[src/rtl/countdown_timer.sv]
// Loadable down-counting timer with a prescaler, one-shot or periodic reload, and a sticky
// expiry interrupt with an overrun flag.
module countdown_timer #(
   parameter int WIDTH          = 8,
   parameter int PRESCALE_WIDTH = 4
) (
   input  logic                      clock_i,
   input  logic                      reset_ni,
   input  logic                      enable_i,
   input  logic                      load_i,
   input  logic [WIDTH-1:0]          load_value_i,
   input  logic                      start_i,
   input  logic                      stop_i,
   input  logic                      periodic_i,
   input  logic [PRESCALE_WIDTH-1:0] prescale_i,
   input  logic                      irq_ack_i,
   output logic [WIDTH-1:0]          counter_value_o,
   output logic                      running_o,
   output logic                      irq_o,
   output logic                      overrun_o
);

   typedef enum logic {
      IDLE    = 1'b0,
      RUNNING = 1'b1
   } state_e;

   state_e                    state_q, state_d;
   logic [WIDTH-1:0]          count_q, count_d;
   logic [WIDTH-1:0]          reload_q, reload_d;
   logic [PRESCALE_WIDTH-1:0] pc_q, pc_d;
   logic                      irq_q, irq_d;
   logic                      overrun_q, overrun_d;
   logic                      tick;
   logic                      expiry;
   logic                      zero_start;

   always_comb begin
      // NOTE: every signal driven here gets a default first, so no path can infer a latch.
      state_d    = state_q;
      count_d    = count_q;
      reload_d   = reload_q;
      pc_d       = pc_q;
      irq_d      = irq_q;
      overrun_d  = overrun_q;
      tick       = 1'b0;
      expiry     = 1'b0;
      zero_start = 1'b0;

      // Acknowledge works even while frozen; a same-edge expiry below overrides it.
      if (irq_ack_i) begin
         irq_d     = 1'b0;
         overrun_d = 1'b0;
      end

      if (enable_i) begin
         tick       = (state_q == RUNNING) && !stop_i && !load_i && (pc_q == prescale_i);
         expiry     = tick && (count_q == WIDTH'(1));
         zero_start = (state_q == IDLE) && start_i && !stop_i && (count_q == '0);

         if (stop_i) begin
            state_d = IDLE;
         end else if (start_i && (state_q == IDLE) && (count_q != '0)) begin
            state_d = RUNNING;
         end

         if (load_i) begin
            count_d  = load_value_i;
            reload_d = load_value_i;
            pc_d     = '0;
         end else if (tick) begin
            pc_d = '0;
            if (count_q > WIDTH'(1)) begin
               count_d = count_q - WIDTH'(1);
            end
         end else if (state_q == RUNNING) begin
            pc_d = pc_q + PRESCALE_WIDTH'(1);
         end

         if (expiry) begin
            irq_d = 1'b1;
            if (irq_q && !irq_ack_i) begin
               overrun_d = 1'b1;
            end
            if (periodic_i) begin
               count_d = reload_q;
            end else begin
               count_d = '0;
               state_d = IDLE;
            end
         end

         if (zero_start) begin
            irq_d = 1'b1;
         end
      end
   end

   always_ff @(posedge clock_i or negedge reset_ni) begin
      if (!reset_ni) begin
         state_q   <= IDLE;
         count_q   <= '0;
         reload_q  <= '0;
         pc_q      <= '0;
         irq_q     <= 1'b0;
         overrun_q <= 1'b0;
      end else begin
         state_q   <= state_d;
         count_q   <= count_d;
         reload_q  <= reload_d;
         pc_q      <= pc_d;
         irq_q     <= irq_d;
         overrun_q <= overrun_d;
      end
   end

   assign counter_value_o = count_q;
   assign running_o       = (state_q == RUNNING);
   assign irq_o           = irq_q;
   assign overrun_o       = overrun_q;

endmodule

[config.mk]
export PLATFORM = sky130hd
export DESIGN_NAME = countdown_timer
export DESIGN_NICKNAME = d
export VERILOG_FILES = /design/src/rtl/countdown_timer.sv
export SDC_FILE = /design/constraint.sdc
export NUM_CORES = 1
export LEC_CHECK = 0
export CELL_PAD_IN_SITES_DETAIL_PLACEMENT = 0
export CELL_PAD_IN_SITES_GLOBAL_PLACEMENT = 1
export CORE_AREA = 2 2 66 68
export DETAILED_ROUTE_END_ITERATION = 7
export DIE_AREA = 0 0 68 70
export PLACE_DENSITY = 0.84
export SYNTH_ARGS = -nofsm -noshare
export SYNTH_HDL_FRONTEND = slang
export SYNTH_SLANG_ARGS = --single-unit
[constraint.sdc]
create_clock -name clock_i -period 1.9 [get_ports clock_i]
set_input_delay 0.475 -clock clock_i [delete_from_list [all_inputs] [get_ports clock_i]]
set_output_delay 0.475 -clock clock_i [all_outputs]
set_load 0.005 [all_outputs]
==> results.cfg, run 1 <==
[status]
outcome = complete, but fails checks
violations = setup timing

[critical_path]
cp_slowest_cell = or4_4
crit_type = reg -> reg
cp_data_arrival_time_ns = 2.12
cp_max_fo = 2
critPathLaunchType = flip-flop
cp_top_family = simple AND/OR/NAND/NOR gates
critPathRequiredTime_ns = 2.09
crit_buf_inv = 2
crit_top_cell = a21oi_1
rr_startpoint = counter_value_o[3]$_DFFE_PN0P_
cp-end-kind = flip-flop
crit_chain = buf_6, or4_4, buf_4, a21oi_1, a21oi_1, or2_2, a31oi_1
critPathLaunch = counter_value_o[3]$_DFFE_PN0P_
critical-path-max-stage-delay_ns = 0.53

[hold_path]
min_from = reload_q[0]$_DFFE_PN0P_
worstHoldPathType = reg -> reg

[yosys]
syn-cell-area_um2 = 1345
syn-num-nets = 163
synth.distinct_cells = 34
ys_ff_latch = 23
synth_area_per_cell_um2 = 9.677
ys_seq_area_frac = 0.4279
ys_warn_count = 0
syn_inst = 139

[route]
route.detailed.drc = 0
drt-pass1-iter-count = 4
vias = 1240
drtIter0Drc = 108
drt-total-wl_mm = 3.482
vias_per_cell = 5.145
postRouteAntennaNets = 0
wl_per_cell_um = 14.45

[sta]
tightest_slew_ns = 0.5293
fin_hold_ws_ns = 0.5111
fin_worst_skew_ns = 0.004824
fin_crit_ns = 1.933
rsz0062_at_grt = true
finalSetupViolCount = 2
maxSlewViolCount = 0
finalCritPeriodShare = 1.018
maxSlewHeadroom = 0.6448
hold_viol = 0
setup_ws_ns = -0.03338
fmax_ghz = 0.5172

[job]
max-cap-violations = 0

[grt]
grt_pass1_vias = 1270
grtUsageMet1 = 0.1967
met3_usage = 0.01449
grt-ovfl-total = 0
antenna_found_initial = 0
track_usage = 0.1535
grt_pass1_wl_mm = 5.692
grt_max_degree = 24
grt_use_met2 = 0.2546
top_usage_layer = met2

[floorplan]
die_w_um = 68
core_um2 = 4144
io_pins = 31
start_util = 0.3246
dieArea_um2 = 4760
die_h_um = 70
fp-row-count = 24

[clock_tree]
path_clk_slew_ns = 0.08
clock_tree.buffer_depth = 2
cts_tree = yes
htreeDepth = 1
cts_root_buf = clkbuf_8
cts_buffers = 3
clock_latency_ns = 0.26
clock-sinks = 23

[place]
numPlacedInstances = 232
dpl.hpwl_mm = 2.539
port_buffers = 30
place_congestion = 0.8084

[cells_and_area]
fill_cells = 391
final_layout_size_suffix_gt1_frac = 0.2434
final_common_cell = clkdlybuf4s50_1
final_cell_mix = 29 x clkdlybuf4s50_1, 23 x dfrtp_1, 15 x buf_4
syn2layout_area_growth_pct = 46.33
final_cells = 241
insertedDiodeCount = 0
nNetsFinal = 214

[pwr]
power.density_nw_per_um2 = 804.6
irDropWorstVdd_mv = 0.2907
finalPower_mw = 1.583
p_leak_nw = 0.8187
## metrics by stage
stage	setup TNS, ns	area (µm²)	setup WS, ns	util
floorplan	0	1345	0.05146	-
global placement	-2.210	1804	-0.2220	0.4354
detailed placement	-3.298	1804	-0.3220	0.4354
CTS	-0.05020	1879	-0.01250	0.4535
global route	-0.5352	1968	-0.1025	0.4749
finish	-0.05640	1968	-0.03338	0.4749
## power by group
group | leakage, nW | internal [mW] | switching (mW)
clock | 0.0228 | 0.150 | 0.157
combinational | 0.522 | 0.334 | 0.246
sequential | 0.274 | 0.582 | 0.114
## repair_timing
item                       4_1_cts  5_1_grt
buffers inserted                 3        2
hold buffers                     0        0
resized for setup                2       15
setup endpoints to repair        8       12
pin swaps                        6       15
## routing by layer
layer  wire length, µm  share of wire
met3               102          0.029
met2              1847           0.53
met1              1488           0.43
met5                 0              0
met4                44          0.013
## registers in the layout (all words and copies together), names as in the netlist
name / count
reload_q: 8
running_o: 1
overrun_o: 1
pc_q: 4
counter_value_o: 8
irq_o: 1
## final cells by class
| cell class | count | area [µm²] | share of cell area |
|---|---|---|---|
| tap | 52 | 65.06 | 0.03306 |
| multi-input combinational | 106 | 777.0 | 0.3948 |
| timing repair buffer | 51 | 486.7 | 0.2473 |
| sequential | 23 | 575.6 | 0.2924 |
| inverter | 5 | 18.77 | 0.009536 |
| clock buffer | 4 | 45.04 | 0.02289 |
## Yosys cell counts
cell type  instances  area (µm²)
nor2_1            12       45.04
o21ai_0            7       35.03
nand4_1            1       6.260
buf_6              1       11.26
nor4b_1            1       8.760
nor3_4             1       16.27
xnor2_1            6       52.55
nand2_1           11       41.29
a21oi_1            5       25.02
inv_1              5       18.77
o31ai_1            2       15.01
xor2_1             3       26.28
o21bai_1           2       15.01
a21o_1             3       22.52
dfrtp_1           23       575.6
a211oi_2           1       12.51
mux2i_1            1       10.01
a41oi_1            1       8.760
ha_1               4       50.05
or2_2              1       6.260
mux2_2             9       101.4
nand2b_1           3       18.77
and4_4             1       11.26
or4_1              1       7.510
or4_4              1       11.26
nand3_1            8       40.04
o21ai_1            1       5.000
nor3b_1            2       15.01
clkbuf_1           4       15.01
a31oi_1            9       56.30
nor4_1             1       6.260
o211ai_1           3       22.52
and4_1             2       17.52
nor3_1             3       15.01
## final timing paths
check / end / cells after the start / slack (ns)
setup / recovery: counter_value_o[3]$_DFFE_PN0P_ / 7 / -0.03
min in group asynchronous: reload_q[2]$_DFFE_PN0P_ / 2 / 0.56
hold / removal: reload_q[0]$_DFFE_PN0P_ / 1 / 0.51
max in group asynchronous: counter_value_o[1]$_DFFE_PN0P_ / 2 / 1.09
hold reg to reg: reload_q[0]$_DFFE_PN0P_ / 1 / 0.51
setup reg to reg: counter_value_o[3]$_DFFE_PN0P_ / 7 / -0.03
## logic make-up (layout without fill, tap and decap cells)
group                    count (synthesis)  after routing  share of synthesized area
flip-flops                              23             23                     0.4279
multiplexers                            10             10                    0.08279
buffers and inverters                   10             60                    0.03349
AO/OA/AOI/OAI                           34             34                     0.1618
AND/OR/NAND/NOR                         49             49                     0.1982
adder cells (fa/ha/maj)                  4              4                    0.03721
XOR/XNOR                                 9              9                    0.05861
Power figures use the tool's default switching activity.
==> run 2: changes to the inputs <==
--- a/config.mk
+++ b/config.mk
@@ -10,6 +10,7 @@
 export CORE_AREA = 2 2 66 68
 export DETAILED_ROUTE_END_ITERATION = 7
 export DIE_AREA = 0 0 68 70
+export HOLD_SLACK_MARGIN = 0.05
 export PLACE_DENSITY = 0.84
 export SYNTH_ARGS = -nofsm -noshare
 export SYNTH_HDL_FRONTEND = slang
==> results of run 2 <==
The final DEF is identical to that of run 1; final timing and power are the same.
==> run 3: changes to the inputs <==
--- a/config.mk
+++ b/config.mk
@@ -7,11 +7,11 @@
 export LEC_CHECK = 0
 export CELL_PAD_IN_SITES_DETAIL_PLACEMENT = 0
 export CELL_PAD_IN_SITES_GLOBAL_PLACEMENT = 1
-export CORE_AREA = 2 2 66 68
+export CORE_AREA = 2 2 57 80
 export DETAILED_ROUTE_END_ITERATION = 7
-export DIE_AREA = 0 0 68 70
+export DIE_AREA = 0 0 59 82
 export HOLD_SLACK_MARGIN = 0.05
-export PLACE_DENSITY = 0.84
+export PLACE_DENSITY = 0.83
 export SYNTH_ARGS = -nofsm -noshare
 export SYNTH_HDL_FRONTEND = slang
 export SYNTH_SLANG_ARGS = --single-unit
==> results.cfg, run 3 (synthesis gave the netlist of run 1 again) <==
[grt]
grt_pass1_vias = 1247
grt_pass1_wl_mm = 5.644
grt_max_degree = 24
antenna_found_initial = 0
grt-ovfl-total = 0
track_usage = 0.1539

[cells_and_area]
stdcell_area_um2 = 1953
insertedDiodeCount = 0
final_cells = 236
fill_cells = 399
final_layout_size_suffix_gt1_frac = 0.2356
final_cell_mix = 27 x clkdlybuf4s50_1, 22 x dfrtp_1, 19 x buf_4
syn2layout_area_growth_pct = 45.21
utilization = 0.4725
final_common_cell = clkdlybuf4s50_1
nNetsFinal = 216

[floorplan]
start_util = 0.3254
die_w_um = 59
die_h_um = 82
core_um2 = 4134
fp-row-count = 28
io_pins = 31
dieArea_um2 = 4838

[place]
place_congestion = 0.7952
dpl.hpwl_mm = 2.613
preCtsSetupSlack_ns = -0.3251
port_buffers = 30
placedInstanceArea_um2 = 1841
numPlacedInstances = 231

[clock_tree]
htreeDepth = 1
cts_buffers = 3
path_clk_slew_ns = 0.08
clock_tree.buffer_depth = 2
cts_tree = yes
clock_latency_ns = 0.27
clock-sinks = 23
cts_root_buf = clkbuf_8

[pwr]
p_leak_nw = 0.8419
power.density_nw_per_um2 = 805.5
irDropWorstVdd_mv = 0.3763
finalPower_mw = 1.573

[route]
route.detailed.drc = 0
drt-total-wl_mm = 3.396
wl_per_cell_um = 14.39
drt-pass1-iter-count = 4
vias = 1247
vias_per_cell = 5.284
postRouteAntennaNets = 0
drtIter0Drc = 32

[job]
max-cap-violations = 0

[critical_path]
crit_type = reg -> reg
crit_chain = or4_4, nor3_4, and4_4, buf_6, nand3_1, a31oi_1
critical-path-max-stage-delay_ns = 0.56
cp_max_fo = 5
critPathRequiredTime_ns = 2.09
critPathLaunchType = flip-flop
cp_slowest_cell = or4_4
cp_data_arrival_time_ns = 2.05
cp-end-kind = flip-flop
rrSetupSlack_ns = 0.04
crit_buf_inv = 1
cp_top_family = simple AND/OR/NAND/NOR gates

[hold_path]
worstHoldPathType = reg -> reg

[sta]
fin_crit_ns = 1.862
rsz0062_at_grt = true
maxSlewHeadroom = 0.7746
tightest_slew_ns = 0.3370
finalSetupViolCount = 0
maxSlewViolCount = 0
setup_ws_ns = 0.03816
fin_worst_skew_ns = 0.001567
fin_setup_tns_ns = 0
fmax_ghz = 0.5371
hold_viol = 0
fin_hold_ws_ns = 0.5185
finalCritPeriodShare = 0.9799

[status]
outcome = finished, final reports clean
-- run 3: cell types whose count changed in the layout (fill, tap and decap cells not counted), sizes merged --
cell	before	now
buf	21	23
clkdlybuf4s50	29	27
dlymetal6s2s	1	3
-- run 3: worst paths after layout --
| path | endpoint | cells after the start | startpoint |
|---|---|---|---|
| setup / recovery | counter_value_o[3]$_DFFE_PN0P_ | 6 | counter_value_o[5]$_DFFE_PN0P_ |
| max in group asynchronous | counter_value_o[0]$_DFFE_PN0P_ | 2 | reset_ni |
| setup reg to reg | counter_value_o[3]$_DFFE_PN0P_ | 6 | counter_value_o[5]$_DFFE_PN0P_ |
| hold reg to reg | overrun_o$_DFF_PN0_ | 2 | overrun_o$_DFF_PN0_ |
| hold / removal | overrun_o$_DFF_PN0_ | 2 | overrun_o$_DFF_PN0_ |
| min in group asynchronous | pc_q[3]$_DFFE_PN0P_ | 2 | reset_ni |
-- run 3: worst min-delay path: stages (launching register included) --
cell and delay, ns:
dfrtp_1 0.35, a31oi_1 0.05, nor2_1 0.08
-- run 3: area by class of cell --
class                           instances  area [µm²]  share of cell area
Sequential cell                        23       576.8              0.2953
Multi-Input combinational cell        106       752.0              0.3850
Tap cell                               45       56.30             0.02883
Clock buffer                            4       45.04             0.02306
Timing Repair Buffer                   53       504.2              0.2582
Inverter                                5       18.77            0.009609
-- run 3: routing by layer --
layer  vias up  part of all wire  global-route usage  wire length (µm)
met4         0             0.017             0.07273                57
met5         -                 0                   0                 0
met1       601              0.39              0.1822              1321
met2        28              0.56              0.2689              1886
met3         5             0.038             0.02205               130
li1        613                 -                   -                 -
-- run 3: repair_timing --
action / CTS / global route
buffers inserted: 1 / 0
pin swaps: 3 / 9
gates cloned: 0 / 0
endpoints found under the setup margin: 8 / 11
hold buffers: 0 / 0
resized for setup: 1 / 13
-- run 3: power breakdown --
part / leakage (nW) / switching [mW] / total, mW / internal, mW
registers: 0.272 / 0.111 / 0.695 / 0.584
logic: 0.547 / 0.235 / 0.567 / 0.332
clock network: 0.0228 / 0.161 / 0.311 / 0.150
total: 0.842 / 0.507 / 1.57 / 1.07
